<file path="src/rtl/coloring_pkg.sv">
// Shared color / history definitions for the color stream arbiter and the downstream checker.
package coloring_pkg;

   typedef logic [1:0] color_t;

   localparam color_t RED   = 2'b00;
   localparam color_t GREEN = 2'b01;
   localparam color_t BLUE  = 2'b10;
   localparam color_t SEP   = 2'b11;

   typedef enum logic [1:0] {
      EMPTY = 2'd0,
      RUN1  = 2'd1,
      RUN2  = 2'd2
   } hist_state_t;

   // History state after emitting color x; last_color always becomes x.
   function automatic hist_state_t next_hist(hist_state_t s, color_t last, color_t x);
      return (s == RUN1 && x == last) ? RUN2 : RUN1;
   endfunction

endpackage

</file>
<file path="src/rtl/color_stream_arbiter_rr_pick.sv">
// Combinational round-robin picker: first set bit of elig at or after ptr, wrapping modulo N.
module rr_pick #(
   parameter int N  = 4,
   parameter int IW = 2
) (
   input  logic [N-1:0]  elig,
   input  logic [IW-1:0] ptr,
   output logic [N-1:0]  onehot,
   output logic [IW-1:0] idx,
   output logic          hit
);

   always_comb begin
      int k;
      logic [IW-1:0] k_idx;
      onehot = '0;
      idx    = '0;
      hit    = 1'b0;
      k      = 0;
      k_idx  = '0;
      // Walk offsets from farthest to nearest so the closest hit to ptr wins.
      for (int j = N - 1; j >= 0; j--) begin
         k     = (int'(ptr) + j) % N;
         k_idx = IW'(k);
         if (elig[k_idx]) begin
            onehot        = '0;
            onehot[k_idx] = 1'b1;
            idx           = k_idx;
            hit           = 1'b1;
         end
      end
   end

endmodule

</file>
<file path="src/rtl/color_stream_arbiter.sv">
// Round-robin arbiter merging N color requesters into one stream with no three equal colors in a row.
module color_stream_arbiter
   import coloring_pkg::*;
#(
   parameter int N         = 4,
   parameter int STALL_MAX = 4
) (
   input  logic           clk,
   input  logic           rst_n,
   input  logic [N-1:0]   req,
   input  logic [2*N-1:0] req_color,
   input  logic           flush,
   output logic [N-1:0]   grant,
   output logic           out_valid,
   output logic [1:0]     out_color,
   output logic           sep_pulse,
   output logic           err_illegal
);

   localparam int IW = $clog2(N);

   hist_state_t   state_q, state_d;
   color_t        last_color_q, last_color_d;
   logic [IW-1:0] rr_ptr_q, rr_ptr_d;
   logic [3:0]    stall_q, stall_d;
   logic          out_valid_q, out_valid_d;
   color_t        out_color_q, out_color_d;
   logic          sep_pulse_q, sep_pulse_d;
   logic          err_illegal_q, err_illegal_d;

   logic [N-1:0]  elig, illegal, pick_onehot;
   logic [IW-1:0] pick_idx;
   logic          pick_hit, sep_due;
   color_t        gcolor;

   for (genvar gi = 0; gi < N; gi++) begin : g_elig
      assign illegal[gi] = req[gi] && (req_color[2*gi +: 2] == SEP);
      assign elig[gi]    = req[gi] && (req_color[2*gi +: 2] != SEP) &&
                           !(state_q == RUN2 && req_color[2*gi +: 2] == last_color_q);
   end

   rr_pick #(.N(N), .IW(IW)) u_pick (
      .elig   (elig),
      .ptr    (rr_ptr_q),
      .onehot (pick_onehot),
      .idx    (pick_idx),
      .hit    (pick_hit)
   );

   assign sep_due = (stall_q == 4'(STALL_MAX));
   assign grant   = (flush || sep_due) ? '0 : pick_onehot;

   always_comb begin
      gcolor = RED;
      for (int i = 0; i < N; i++) begin
         if (pick_onehot[i]) gcolor = req_color[2*i +: 2];
      end
   end

   always_comb begin
      state_d       = state_q;
      last_color_d  = last_color_q;
      rr_ptr_d      = rr_ptr_q;
      stall_d       = stall_q;
      out_valid_d   = 1'b0;
      out_color_d   = out_color_q;
      sep_pulse_d   = 1'b0;
      err_illegal_d = err_illegal_q | (|illegal);

      if (flush) begin
         state_d = EMPTY;
         stall_d = '0;
      end else if (sep_due) begin
         // Separator restarts the run history here and in the checker.
         out_valid_d = 1'b1;
         out_color_d = SEP;
         sep_pulse_d = 1'b1;
         state_d     = EMPTY;
         stall_d     = '0;
      end else if (pick_hit) begin
         out_valid_d  = 1'b1;
         out_color_d  = gcolor;
         state_d      = next_hist(state_q, last_color_q, gcolor);
         last_color_d = gcolor;
         rr_ptr_d     = (pick_idx == IW'(N - 1)) ? '0 : pick_idx + IW'(1);
         stall_d      = '0;
      end else if (req == '0) begin
         stall_d = '0;
      end else begin
         stall_d = stall_q + 4'd1;
      end
   end

   always_ff @(posedge clk or negedge rst_n) begin
      if (!rst_n) begin
         state_q       <= EMPTY;
         last_color_q  <= RED;
         rr_ptr_q      <= '0;
         stall_q       <= '0;
         out_valid_q   <= 1'b0;
         out_color_q   <= RED;
         sep_pulse_q   <= 1'b0;
         err_illegal_q <= 1'b0;
      end else begin
         state_q       <= state_d;
         last_color_q  <= last_color_d;
         rr_ptr_q      <= rr_ptr_d;
         stall_q       <= stall_d;
         out_valid_q   <= out_valid_d;
         out_color_q   <= out_color_d;
         sep_pulse_q   <= sep_pulse_d;
         err_illegal_q <= err_illegal_d;
      end
   end

   assign out_valid   = out_valid_q;
   assign out_color   = out_color_q;
   assign sep_pulse   = sep_pulse_q;
   assign err_illegal = err_illegal_q;

endmodule

</file>
<file path="config.mk">
export PLATFORM = sky130hd
export DESIGN_NAME = color_stream_arbiter
export DESIGN_NICKNAME = d
export VERILOG_FILES = /design/src/rtl/coloring_pkg.sv /design/src/rtl/color_stream_arbiter_rr_pick.sv /design/src/rtl/color_stream_arbiter.sv
export SDC_FILE = /design/constraint.sdc
export NUM_CORES = 1
export LEC_CHECK = 0
export CORE_UTILIZATION = 50
export CTS_CLUSTER_DIAMETER = 50
export DETAILED_ROUTE_END_ITERATION = 12
export GPL_TIMING_DRIVEN = 0
export PLACE_DENSITY = 0.76
export SYNTH_ARGS = -nofsm -noshare
export SYNTH_HDL_FRONTEND = slang
export SYNTH_HIERARCHICAL = 1
export SYNTH_SLANG_ARGS = --single-unit
</file>
<file path="constraint.sdc">
create_clock -name clk -period 5.01 [get_ports clk]
set_input_delay 1.002 -clock clk [delete_from_list [all_inputs] [get_ports clk]]
set_output_delay 1.002 -clock clk [all_outputs]
set_load 0.02 [all_outputs]
</file>
==> results of run 1 <==
==> repair_timing <==
| item | CTS | global route |
|---|---|---|
| endpoints found under the setup margin | 4 | 1 |
| hold buffers | 0 | 0 |
| gates resized for setup | 7 | 2 |
| endpoints found under the hold margin | 0 | 0 |
| pin swaps | 1 | 0 |
==> Yosys cell counts, types with 3 or more instances <==
library cell	number	share of area, %
nand3_1	5	1.8
o311a_1	4	2.9
nand4_1	6	2.7
xnor2_1	3	1.9
inv_1	5	1.3
a21oi_1	8	2.9
nor2_1	17	4.5
nor3b_1	4	2.1
a22oi_1	4	2.1
nor2b_1	3	1.3
ha_1	11	9.8
a31oi_1	5	2.2
buf_6	3	2.4
o21ai_0	7	2.5
nand3b_1	3	1.6
and2_1	3	1.3
nor3_1	6	2.1
nand2_1	4	1.1
dfrtp_1	15	27
==> through the flow <==
stage | power, uW | setup WS [ns] | setup TNS (ns) | hold WS (ns)
after CTS | 977 | 0.0288 | 0 | 0.507
after floorplan | 715 | 0.949 | 0 | 0.451
after global routing | 1080 | 0.0236 | 0 | 0.535
after detailed placement | 886 | -0.345 | -0.496 | 0.495
after global placement | 856 | -0.242 | -0.321 | 0.470
final | 989 | 0.148 | 0 | 0.506
==> state kept, by name (all words and copies together), names as in the netlist <==
register,count
stall_q,4
last_color_q,2
out_color,2
rr_ptr_q,2
state_q,2
err_illegal,1
out_valid,1
sep_pulse,1
==> kinds of logic (layout without fill, tap and decap cells) <==
logic type,count (synthesis),after routing,synth area share [%]
AO/OA/AOI/OAI,39,39,20.1
flip-flops,15,15,26.8
XOR/XNOR,4,4,2.50
buffers and inverters,12,39,5.00
adder cells (fa/ha/maj),11,11,9.81
multiplexers,8,8,9.28
AND/OR/NAND/NOR,65,65,26.6
==> worst max path at each step <==
stage / endpoint / cells past startpoint
2_1_floorplan: grant[3] / 9
3_3_place_gp: grant[3] / 11
3_5_place_dp: grant[3] / 11
4_1_cts: grant[1] / 11
5_1_grt: grant[3] / 11
6_report: grant[3] / 11
==> report_power, final <==
part | total [uW] | switching, uW | internal [uW]
clock network | 68.2 | 37.2 | 30.9
registers | 194 | 39.7 | 155
logic | 726 | 398 | 329
==> final cells by class <==
cell class	count	area [sq um]
Multi-Input combinational cell	127	993
Fill cell	234	836
Sequential cell	15	375
Timing Repair Buffer	23	229
Buffer	6	47.5
Tap cell	30	37.5
Clock buffer	4	26.3
Inverter	6	22.5
==> per-layer routing <==
layer | up-vias | part of all wire (%) | global-route usage, % | wire length (um)
met5 | - | 0 | 0 | 0
met4 | 0 | 1.5 | 5.00 | 48
met3 | 6 | 4.6 | 4.10 | 150
met2 | 33 | 46 | 42.0 | 1520
met1 | 631 | 48 | 32.5 | 1560
li1 | 630 | - | - | -
==> critical path: stages <==
cell and delay (ns):
clkdlybuf4s50_1 0.52, nor3_1 0.22, a21oi_1 0.06, o311a_1 0.31, buf_6 0.14, mux4_2 0.53, nor2b_4 0.17, a22oi_1 0.11
a31oi_4 0.27, and2_2 0.19, dlygate4sd2_1 0.32
==> metrics, run 1 <==
status finished clean; worst vdd ir around 0.00047 V; Finished Layout Cells 211; EDFF count, synth 0; ANT cells 0; hold endpoint stall_q[0]; Die Ht 55.0 um; fin nets 208; most frequent cells in the layout 19 x clkdlybuf4s50_1, 17 x nor2_1, 15 x dfrtp_1; PD cells between 500 and 600 nW/um^2; Cells after DPL 207; WL per Instance 15.6 um; layout cells sized above 1 14.4%; Core ar. 2570 sq um; Cells after Synth 154; final period utilization 97.0%; RSZ-0062 raised after global routing false; TritonRoute pass-1 iters 4; Post-Route WL 3290 um; Design Area, Final about 1700 sq um; worst-skew pair later-pin latency between 0.2 and 0.3 ns; Fin. Hold Viols 0; commonest non-fill, non-tap cell in the layout clkdlybuf4s50_1; final worst path period need 4.86 ns; Mapped Nets 180; first-pass GRT wire length between 5000 and 6000 um; Final Util 67.4%; largest net degree at the start of global routing 16; CTS Buf Count 3; P_leak 0.000715 uW; Initial Util 54.6%; Netlist cell types 51; fraction of registers with async set/reset 100%; worst endpoint required time 4.01 ns; GP Congestion 0.819; flop2flop setup slack 1.47 ns; register area share after synthesis a little over a quarter; fmax 0.206 GHz; final worst clock skew between 0.001 and 0.0015 ns; hpwl dp around 2500 um; hold_sp stall_q[0]; CTS tree built; actual slew at the worst max-slew pin 0.646 ns; H-tree levels 1; Worst Path Max Fanout 9; die footprint around 3000 sq um; gr usage total around 25%; clk root buf clkbuf_4; RR Endpoint state_q[0]; min-delay worst type reg2reg; start point of the critical path req_color[2]; FP Rows 18; area growth from synthesis to layout 23.5%; area of the mapped netlist 1400 sq um; Die W roughly 55 um; Crit. End Element primary output; vias in the first global route 1182; synth warn 6; Max Cap Violations 0; DRC 0; deepest clock path buffer count 2; Slew Limit Fails 0; DP Area between 1500 and 2000 sq um; clock-pin slew on the worst setup and hold paths 0.08 ns; Syn Area/Cell 9.11 sq um; slew margin rel. 56.8%; initial DRC count 27; Reg2Reg Depth 15; clock sinks 15; routed vias 1300; Main synth FF type dfrtp_1; hold depth 1; gr ovfl total 0; setup bufs post-CTS 0; vias per cell 6.16; Port Buffers 23; Final setup viols 0; flops & latches, synth 15; antenna viol nets, final 0; antenna violations before repair 0; Crit path arrival time 3.86 ns; critical path type in2out; # IOs 24; Crit Reg-Reg Startpoint last_color_q[1]; Critical Path Start Type input port
No activity file was read; power rests on OpenSTA's default activity.
==> inputs of run 2 (changes only) <==
--- a/config.mk
+++ b/config.mk
@@ -6,7 +6,6 @@
 export NUM_CORES = 1
 export LEC_CHECK = 0
 export CORE_UTILIZATION = 50
-export CTS_CLUSTER_DIAMETER = 50
 export DETAILED_ROUTE_END_ITERATION = 12
 export GPL_TIMING_DRIVEN = 0
 export PLACE_DENSITY = 0.76
==> results of run 2 <==
Final layout, timing and power as in run 1 (identical DEF).
==> inputs of run 3 (changes only) <==
--- a/config.mk
+++ b/config.mk
@@ -8,7 +8,8 @@
 export CORE_UTILIZATION = 50
 export DETAILED_ROUTE_END_ITERATION = 12
 export GPL_TIMING_DRIVEN = 0
-export PLACE_DENSITY = 0.76
+export PLACE_DENSITY_LB_ADDON = 0.12
+export SETUP_SLACK_MARGIN = 0.05
 export SYNTH_ARGS = -nofsm -noshare
 export SYNTH_HDL_FRONTEND = slang
 export SYNTH_HIERARCHICAL = 1
==> run 3 against run 2 <==
Register-to-register slack worse by 0.06 ns. Die area stayed put. Critical path depth is 1 lower. Via count is 1.6% higher. First-iteration DRC count is 3.7% higher. Sequential share of layout area is 0.38 points lower. Sequential power hardly changed. Clock power is 2% lower. Hold slack worse by 0.0065 ns. Count of clock-buffer cells in the layout stayed put. Critical path type unchanged. Critical endpoint unchanged. Highest routed layer unchanged.
==> metrics, run 3 (same netlist as run 1, synthesis figures left out) <==
most frequent cells in the layout 19 x clkdlybuf4s50_1, 17 x nor2_1, 15 x dfrtp_1; Core ar. 2570 sq um (unchanged); Fin. Hold Viols 0 (unchanged); Final Util 68.7% (+1.2 points); clock sinks 15 (unchanged); CP delay by family, top compound AO/OA/AOI/OAI gates; fin nets 210 (+0.96%); layout cells sized above 1 15.8% (+1.5 points); crit-path cells clkdlybuf4s50_1 -> nor3_1 -> a21oi_1 -> o311a_1 -> mux4_2 -> nor2b_4 -> a22oi_1 -> a31oi_4 -> and2_2 -> clkdlybuf4s15_1; hpwl dp 2350 um (-5.2%); Crit. End Element primary output; clk root buf clkbuf_4; CP bufs+invs 2 (-1); initial DRC count 28 (+3.7%); # IOs 24 (unchanged); slew margin rel. 56.8% (about the same); antenna violations before repair 0 (unchanged); Port Buffers 23 (unchanged); Initial Util 54.6% (unchanged); WL per Instance 15.6 um (about the same); FP Rows 18 (unchanged); final worst clock skew 0.00286 ns (+0.00158 ns); CP max-delay cell mux4_2; critical path type in2out; DRC 0 (unchanged); Slew Limit Fails 0 (unchanged); status finished clean; fill cell count 210 (-10%); antenna viol nets, final 0 (unchanged); worst vdd ir 0.000409 V (-14%); largest net degree at the start of global routing 16 (unchanged); Max Cap Violations 0 (unchanged); Design Area, Final 1760 sq um (+1.8%); hold buffer count at cts 0 (unchanged); Final setup viols 0 (unchanged); routed vias 1321 (+1.6%); ANT cells 0 (unchanged); Die W 55.0 um (unchanged); vias in the first global route 1183 (+0.085%); deepest clock path buffer count 2 (unchanged); gr ovfl total 0 (unchanged); gr usage total 22.7% (-1.9 points); CTS Buf Count 3 (unchanged); DP Area 1670 sq um (unchanged); final period utilization 96.3% (-0.74 points); Critical Path Start Type input port; CTS tree built; first-pass GRT wire length 4950 um (-6.8%); RSZ-0062 raised after global routing false; P_leak 0.000724 uW (+1.2%); register area 375 sq um (unchanged); CP max stage delay 0.59 ns (+0.06 ns); vias per cell 6.20 (+0.66%); Post-Route WL 3320 um (+0.88%); GP Congestion 0.814 (-0.56%); min-delay worst type reg2reg; commonest non-fill, non-tap cell in the layout clkdlybuf4s50_1; worst-skew pair later-pin latency 0.27 ns (about the same); actual slew at the worst max-slew pin 0.646 ns (-0.000509 ns); die footprint 3020 sq um (unchanged); max reg flops 4 (unchanged); area growth from synthesis to layout 25.7%; Die Ht 55.0 um (unchanged); final worst path period need 4.82 ns (-0.0369 ns); fmax 0.207 GHz (+0.76%); Most flops, register stall_q; worst endpoint required time 4.01 ns (about the same); area of the multi-input gates 1010 sq um (+1.5%); PD cells 585 nW/um^2 (+2.4%); TritonRoute pass-1 iters 4 (unchanged); Crit path arrival time 3.82 ns (-0.04 ns); clock-pin slew on the worst setup and hold paths 0.09 ns (about the same); H-tree levels 1 (unchanged); Worst Path Max Fanout 8 (-1); Pwr Total 1030 uW (+4.2%)
[run 3: worst reg2reg max path, delay by kind of cell, from the launching register on]
family / cells / cell delay (ns)
DFF: 1 / 0.33
AOI/OAI and AO/OA: 6 / 1.11
xor gates and xnor gates: 1 / 0.17
buffers and inverters: 4 / 0.71
muxes: 1 / 0.55
and+or+nand+nor: 4 / 0.65
[run 3: path summary, 6_finish.rpt]
kind                                      start          to  slack [ns]  depth (start not counted)
max in group asynchronous                 rst_n  state_q[0]        3.48                          1
worst min-delay path                 stall_q[0]  stall_q[0]        0.50                          1
min in group asynchronous                 rst_n  stall_q[3]        1.12                          1
worst min register to register       stall_q[0]  stall_q[0]        0.50                          1
worst max register to register  last_color_q[1]  state_q[0]        1.41                         16
worst max-delay path               req_color[4]    grant[3]        0.19                         10
[run 3: cell type report]
type / instances / area share [%]
multi-input combinational: 127 / 57.2
sequential: 15 / 21.3
timing repair buffer: 25 / 13.9
buffer: 6 / 2.70
tap: 30 / 2.13
clock buffer: 4 / 1.49
inverter: 6 / 1.28
[run 3: report_power, final]
| part | internal, uW | leakage, uW | switching (uW) | total [uW] |
|---|---|---|---|---|
| Clock | 30.8 | 0.0000150 | 36.0 | 66.8 |
| Combinational | 352 | 0.000524 | 417 | 769 |
| Sequential | 155 | 0.000185 | 40.3 | 195 |
[run 3: per-layer routing]
metal | wire (um) | track usage (%) | part of all wire [%] | up-vias
met5 | 0 | 0 | 0 | -
met4 | 6 | 2.92 | 0.18 | 0
met3 | 77 | 0.820 | 2.3 | 4
met2 | 1690 | 44.4 | 51 | 27
met1 | 1550 | 27.8 | 47 | 655
li1 | - | - | - | 635
[run 3: stage by stage]
step	setup TNS [ns]	instances	hold slack (ns)	setup slack (ns)
after global routing	0	213	0.520	0.0605
after floorplan	0	154	0.451	0.949
after detailed placement	-0.480	207	0.485	-0.281
after CTS	0	212	0.500	0.0734
final	0	213	0.500	0.185
after global placement	-0.300	207	0.469	-0.244
[run 3: what timing repair did]
item | CTS | global route
buffers inserted | 1 | 1
gates cloned | 0 | 0
pin swaps | 2 | 0
endpoints found under the setup margin | 4 | 2
resized for setup | 9 | 3
